`config.mk`:
```
export PLATFORM = sky130hd
export DESIGN_NAME = pipe_hazard_ctrl
export DESIGN_NICKNAME = d
export VERILOG_FILES = /design/src/rtl/pipe_pkg.sv /design/src/rtl/md_busy_timer.sv /design/src/rtl/pipe_hazard_ctrl.sv
export SDC_FILE = /design/constraint.sdc
export NUM_CORES = 1
export LEC_CHECK = 0
export CAP_MARGIN = 40
export CORE_MARGIN = 2
export CORE_UTILIZATION = 50
export CTS_CLUSTER_DIAMETER = 100
export DETAILED_ROUTE_END_ITERATION = 12
export PLACE_DENSITY = 0.94
export SLEW_MARGIN = 20
export SYNTH_ARGS = -nofsm -noshare
export SYNTH_HDL_FRONTEND = slang
export SYNTH_SLANG_ARGS = --single-unit
```
`constraint.sdc`:
```
create_clock -name clk -period 6.25 [get_ports clk]
set_clock_uncertainty 0.2 [all_clocks]
set_input_delay 1.25 -clock clk [delete_from_list [all_inputs] [get_ports clk]]
set_output_delay 1.25 -clock clk [all_outputs]
set_load 0.1 [all_outputs]
```
`src/rtl/pipe_pkg.sv`:
```
// Shared pipeline-control definitions: TUSE/TNEW encodings, MD latencies, MD FSM states.
package pipe_pkg;

  // Cycles until an operand is consumed in ID; TUSE_NONE marks an unused operand.
  localparam logic [1:0] TUSE_0    = 2'd0;
  localparam logic [1:0] TUSE_1    = 2'd1;
  localparam logic [1:0] TUSE_2    = 2'd2;
  localparam logic [1:0] TUSE_NONE = 2'd3;

  // Cycles until a result becomes forwardable, already adjusted for the producing stage.
  localparam logic [1:0] TNEW_0 = 2'd0;
  localparam logic [1:0] TNEW_1 = 2'd1;
  localparam logic [1:0] TNEW_2 = 2'd2;
  localparam logic [1:0] TNEW_3 = 2'd3;

  // Default busy durations of the multiply/divide unit.
  localparam int unsigned DEF_MULT_CYCLES = 5;
  localparam int unsigned DEF_DIV_CYCLES  = 10;

  typedef enum logic {
    StIdle = 1'b0,
    StBusy = 1'b1
  } md_state_e;

endpackage

```
`src/rtl/md_busy_timer.sv`:
```
// Multiply/divide busy timer: tracks how long HI/LO remain unavailable after an EX-stage start.
module md_busy_timer
  import pipe_pkg::*;
#(
  parameter int unsigned MULT_CYCLES = DEF_MULT_CYCLES,
  parameter int unsigned DIV_CYCLES  = DEF_DIV_CYCLES
) (
  input  logic clk,
  input  logic reset,
  input  logic start,
  input  logic is_div,
  input  logic kill,
  output logic busy
);

  localparam int unsigned MaxCycles = (DIV_CYCLES > MULT_CYCLES) ? DIV_CYCLES : MULT_CYCLES;
  localparam int unsigned CntW      = $clog2(MaxCycles + 1);

  md_state_e       state_q;
  logic [CntW-1:0] cnt_q;
  logic [CntW-1:0] load_val;
  logic            do_start;

  // A start in a flushed EX slot never reaches the MD unit.
  assign do_start = start & ~kill;
  assign load_val = is_div ? CntW'(DIV_CYCLES) : CntW'(MULT_CYCLES);

  // Timer FSM: a start (re)loads the counter; BUSY counts down and leaves as it hits zero.
  always_ff @(posedge clk or posedge reset) begin
    if (reset) begin
      state_q <= StIdle;
      cnt_q   <= '0;
    end else if (do_start) begin
      state_q <= StBusy;
      cnt_q   <= load_val;
    end else if (state_q == StBusy) begin
      cnt_q <= cnt_q - CntW'(1);
      if (cnt_q == CntW'(1)) begin
        state_q <= StIdle;
      end
    end
  end

  assign busy = (state_q == StBusy);

endmodule

```
`src/rtl/pipe_hazard_ctrl.sv`:
```
// Central stall/flush controller: ID-stage hazard detection, MD busy timing, stall statistics.
module pipe_hazard_ctrl
  import pipe_pkg::*;
#(
  parameter int unsigned MULT_CYCLES = DEF_MULT_CYCLES,
  parameter int unsigned DIV_CYCLES  = DEF_DIV_CYCLES
) (
  input  logic        clk,
  input  logic        reset,
  input  logic [4:0]  D_rs_addr,
  input  logic [4:0]  D_rt_addr,
  input  logic [1:0]  D_rs_tuse,
  input  logic [1:0]  D_rt_tuse,
  input  logic        D_is_md,
  input  logic        D_is_eret,
  input  logic [4:0]  E_wa,
  input  logic [4:0]  M_wa,
  input  logic [1:0]  E_tnew,
  input  logic [1:0]  M_tnew,
  input  logic        E_md_start,
  input  logic        E_md_is_div,
  input  logic        E_mtc0_epc,
  input  logic        M_mtc0_epc,
  input  logic        int_req,
  output logic        stall,
  output logic        pc_en,
  output logic        if_id_en,
  output logic        id_ex_bubble,
  output logic        flush_req,
  output logic        md_busy,
  output logic [31:0] stall_cycles
);

  logic        rs_hazard;
  logic        rt_hazard;
  logic        md_hazard;
  logic        epc_hazard;
  logic [31:0] stall_cycles_q;

  md_busy_timer #(
    .MULT_CYCLES (MULT_CYCLES),
    .DIV_CYCLES  (DIV_CYCLES)
  ) u_md_busy_timer (
    .clk    (clk),
    .reset  (reset),
    .start  (E_md_start),
    .is_div (E_md_is_div),
    .kill   (int_req),
    .busy   (md_busy)
  );

  // Operand hazards: a pending producer whose result arrives later than the operand is needed.
  // $zero is never a hazard, which also masks the "no write" encoding of E_wa/M_wa.
  always_comb begin
    rs_hazard = (D_rs_addr != 5'd0) &&
                (((D_rs_addr == E_wa) && (E_tnew > D_rs_tuse)) ||
                 ((D_rs_addr == M_wa) && (M_tnew > D_rs_tuse)));
    rt_hazard = (D_rt_addr != 5'd0) &&
                (((D_rt_addr == E_wa) && (E_tnew > D_rt_tuse)) ||
                 ((D_rt_addr == M_wa) && (M_tnew > D_rt_tuse)));
    md_hazard  = D_is_md && (md_busy || E_md_start);
    epc_hazard = D_is_eret && (E_mtc0_epc || M_mtc0_epc);
  end

  // Flush wins over stall so the PC is free to load the handler address.
  always_comb begin
    stall        = (rs_hazard || rt_hazard || md_hazard || epc_hazard) && !int_req;
    pc_en        = ~stall;
    if_id_en     = ~stall;
    id_ex_bubble = stall;
    flush_req    = int_req;
  end

  // Saturating count of cycles spent stalled.
  always_ff @(posedge clk or posedge reset) begin
    if (reset) begin
      stall_cycles_q <= '0;
    end else if (stall && (stall_cycles_q != 32'hFFFF_FFFF)) begin
      stall_cycles_q <= stall_cycles_q + 32'd1;
    end
  end

  assign stall_cycles = stall_cycles_q;

endmodule

```
==> results_dict.tcl <==
set metrics [dict create \
    combPwrFrac_pct 48.2 \
    grt_max_degree 38 \
    synth-edff-count 0 \
    worst_path_largest_cell_delay_ns 0.46 \
    critPathCaptureType "primary output" \
    setup_ws_ns 1.32 \
    antenna_found_initial 0 \
    core_area_um2 4410 \
    clock_latency_ns 0.30 \
    worst_pin_slew_ns 0.558 \
    synth_nets 295 \
    path_clk_slew_ns 0.08 \
    final.period_utilization_pct 78.9 \
    crit_family "compound AO/OA/AOI/OAI gates" \
    netlist_instances 247 \
    ys_async_sr_fraction_pct 100 \
    start_kind "primary input" \
    dp_slack_ns 1.33 \
    path_cells "clkdlybuf4s50_1 -> inv_1 -> ha_1 -> nor2b_1 -> o21ai_0 -> a2111oi_2 -> o22ai_1 -> a31oi_2 -> inv_1 -> buf_4" \
    place_hpwl_um 5090 \
    design.die.area_um2 5200 \
    yosys_warnings 0 \
    hold_class "reg2reg" \
    cts_tree "done" \
    die_h_um 72.1 \
    synth_area_leaders "dfrtp_1 (40%), xnor2_1 (17%), ha_1 (5.9%)" \
    critPathSlowestCell "clkdlybuf4s50_1" \
    p_switching_mw 0.454 \
    grtUsageTotal_pct 29.2 \
    fmax_mhz 203 \
    peakVddDrop_v 0.000291 \
    overflow 0 \
    pwr-share-clk_pct 21.0 \
    synth-main-ff-cell "dfrtp_1" \
    crit_arrival_ns 3.48 \
    yosysTopAreaCellShare_pct 39.9 \
    hold_viol_final 0 \
    grt_pass1_vias 2502 \
    yosysTopAreaCell "dfrtp_1" \
    grt_pass1_wl_um 11700 \
    worst-path-max-fanout 4 \
    avgRoutedWirePerCell_um 17.6 \
    final_cell_mix "clkdlybuf4s50_1 (70), xnor2_1 (44), dfrtp_1 (37)" \
    globalplace.congestion 0.839 \
    cp_num_buf_inv 4 \
    syn_to_final_growth_pct 62.2 \
    period_minus_slack_ns 4.93 \
    diodes 0 \
    p_leak_nw 1.55 \
    port_buffers 74 \
    cts_buffers 5 \
    vias_per_cell 5.70 \
    cts_root_buf "clkbuf_8" \
    cts_max_path_buffers 2 \
    drive_above_1_share_pct 14.5 \
    ios 75 \
    yosysSeqAreaShare_pct 39.9 \
    vias 2335 \
    cp.required_ns 4.80 \
    htree_levels 2 \
    die_w_um 72.1 \
    p_sw_share_pct 42.7 \
    drtPass1Iterations 4 \
    status "finished, final reports clean" \
    avgSynthCellArea_um2 9.39 \
    fin_nets 405 \
    crit_path_frequent_cell "inv_1" \
    rsz0062_at_grt "no" \
    netlist_area_um2 2320 \
    routed_wirelength_um 7240 \
    drv_cap 0 \
    cts.sinks 37 \
    num_rows 24 \
    antenna_left 0 \
    slew_headroom_pct 62.7 \
    ys_seq_elements 37 \
    maxSlewViolCount 0 \
    p_int_mw 0.610 \
    setup_tns_ns 0 \
    drt_iter0_markers 147 \
    pwr-share-seq_pct 30.9 \
    yosys.cell_types.count 33 \
    initial_core_util_pct 52.5 \
    cts_resized 0 \
    criticalPathCategory "in2out" \
    final_common_cell "clkdlybuf4s50_1" \
    cts_setup_buffers 0 \
    hold_buffers 0 \
    drc 0 \
    p_per_area_nw_per_um2 283 \
    finalSetupViolations 0 \
]
[metal layers]
metal | part of all wire [%] | global-route usage, %
met5 | 0 | 0
met4 | 2.0 | 11.9
met3 | 7.2 | 5.97
met2 | 55 | 53.6
met1 | 36 | 32.8
[cell type report]
type	count	area (um^2)
timing repair buffer	110	1310
multi-input combinational	188	1290
sequential	37	926
fill	213	653
clock buffer	7	86.3
tap	52	65.1
inverter	15	56.3
clock inverter	1	30.0
[logic make-up after synthesis]
| family | synth area share (%) |
|---|---|
| AND/OR/NAND/NOR | 24.2 |
| XOR/XNOR | 20.4 |
| flip-flops | 39.9 |
| buffers and inverters | 4.37 |
| AO/OA/AOI/OAI | 4.64 |
| adder cells (fa/ha/maj) | 5.94 |
| multiplexers | 0.486 |
[path summary, 6_finish.rpt]
kind	from	cells after the start	end	slack [ns]
hold reg to reg	stall_cycles[16]	1	stall_cycles[16]	0.30
setup / recovery	D_rs_tuse[1]	10	pc_en	1.32
hold / removal	stall_cycles[16]	1	stall_cycles[16]	0.30
max in group asynchronous	reset	3	stall_cycles[28]	4.31
setup reg to reg	stall_cycles[6]	7	stall_cycles[1]	3.31
min in group asynchronous	reset	3	u_md_busy_timer.cnt_q[3]	1.19
[power by group through the flow]
stage | logic [mW] | registers, mW | clock network, mW
6_report | 0.512 | 0.328 | 0.223
5_1_grt | 0.539 | 0.334 | 0.235
4_1_cts | 0.514 | 0.327 | 0.224
3_5_place_dp | 0.509 | 0.331 | 0
3_3_place_gp | 0.417 | 0.329 | 0
2_1_floorplan | 0.145 | 0.492 | 0
[cell usage after synthesis (all sizes together), types with 2 or more instances]
master and n:
ha 11, nand4 19, nor4b 3, dfrtp 37, or4 3, nand2b 2
xnor2 44, nand2 21, buf 7, xor2 10, nand3 19, o21ai 4
nor2 16, a21oi 8, o22ai 2, nor3 3, inv 15, and3 8
and2 2, nor4 3
[stage by stage]
step / std cells / util (%) / area (um^2) / hold slack, ns / total power [mW]
after CTS: 410 / 85.2 / 3760 / 0.299 / 1.06
final: 410 / 85.2 / 3760 / 0.300 / 1.06
after floorplan: 247 / - / 2320 / 0.345 / 0.637
after global placement: 368 / 70.4 / 3110 / 0.276 / 0.746
after detailed placement: 402 / 82.6 / 3640 / 0.288 / 0.840
after global routing: 410 / 85.2 / 3760 / 0.320 / 1.11
[sequential cells by signal, summed over array words and instances, names as in the netlist]
register and cells:
stall_cycles 32, u_md_busy_timer.busy 1, u_md_busy_timer.cnt_q 4
Power figures use the tool's default switching activity.
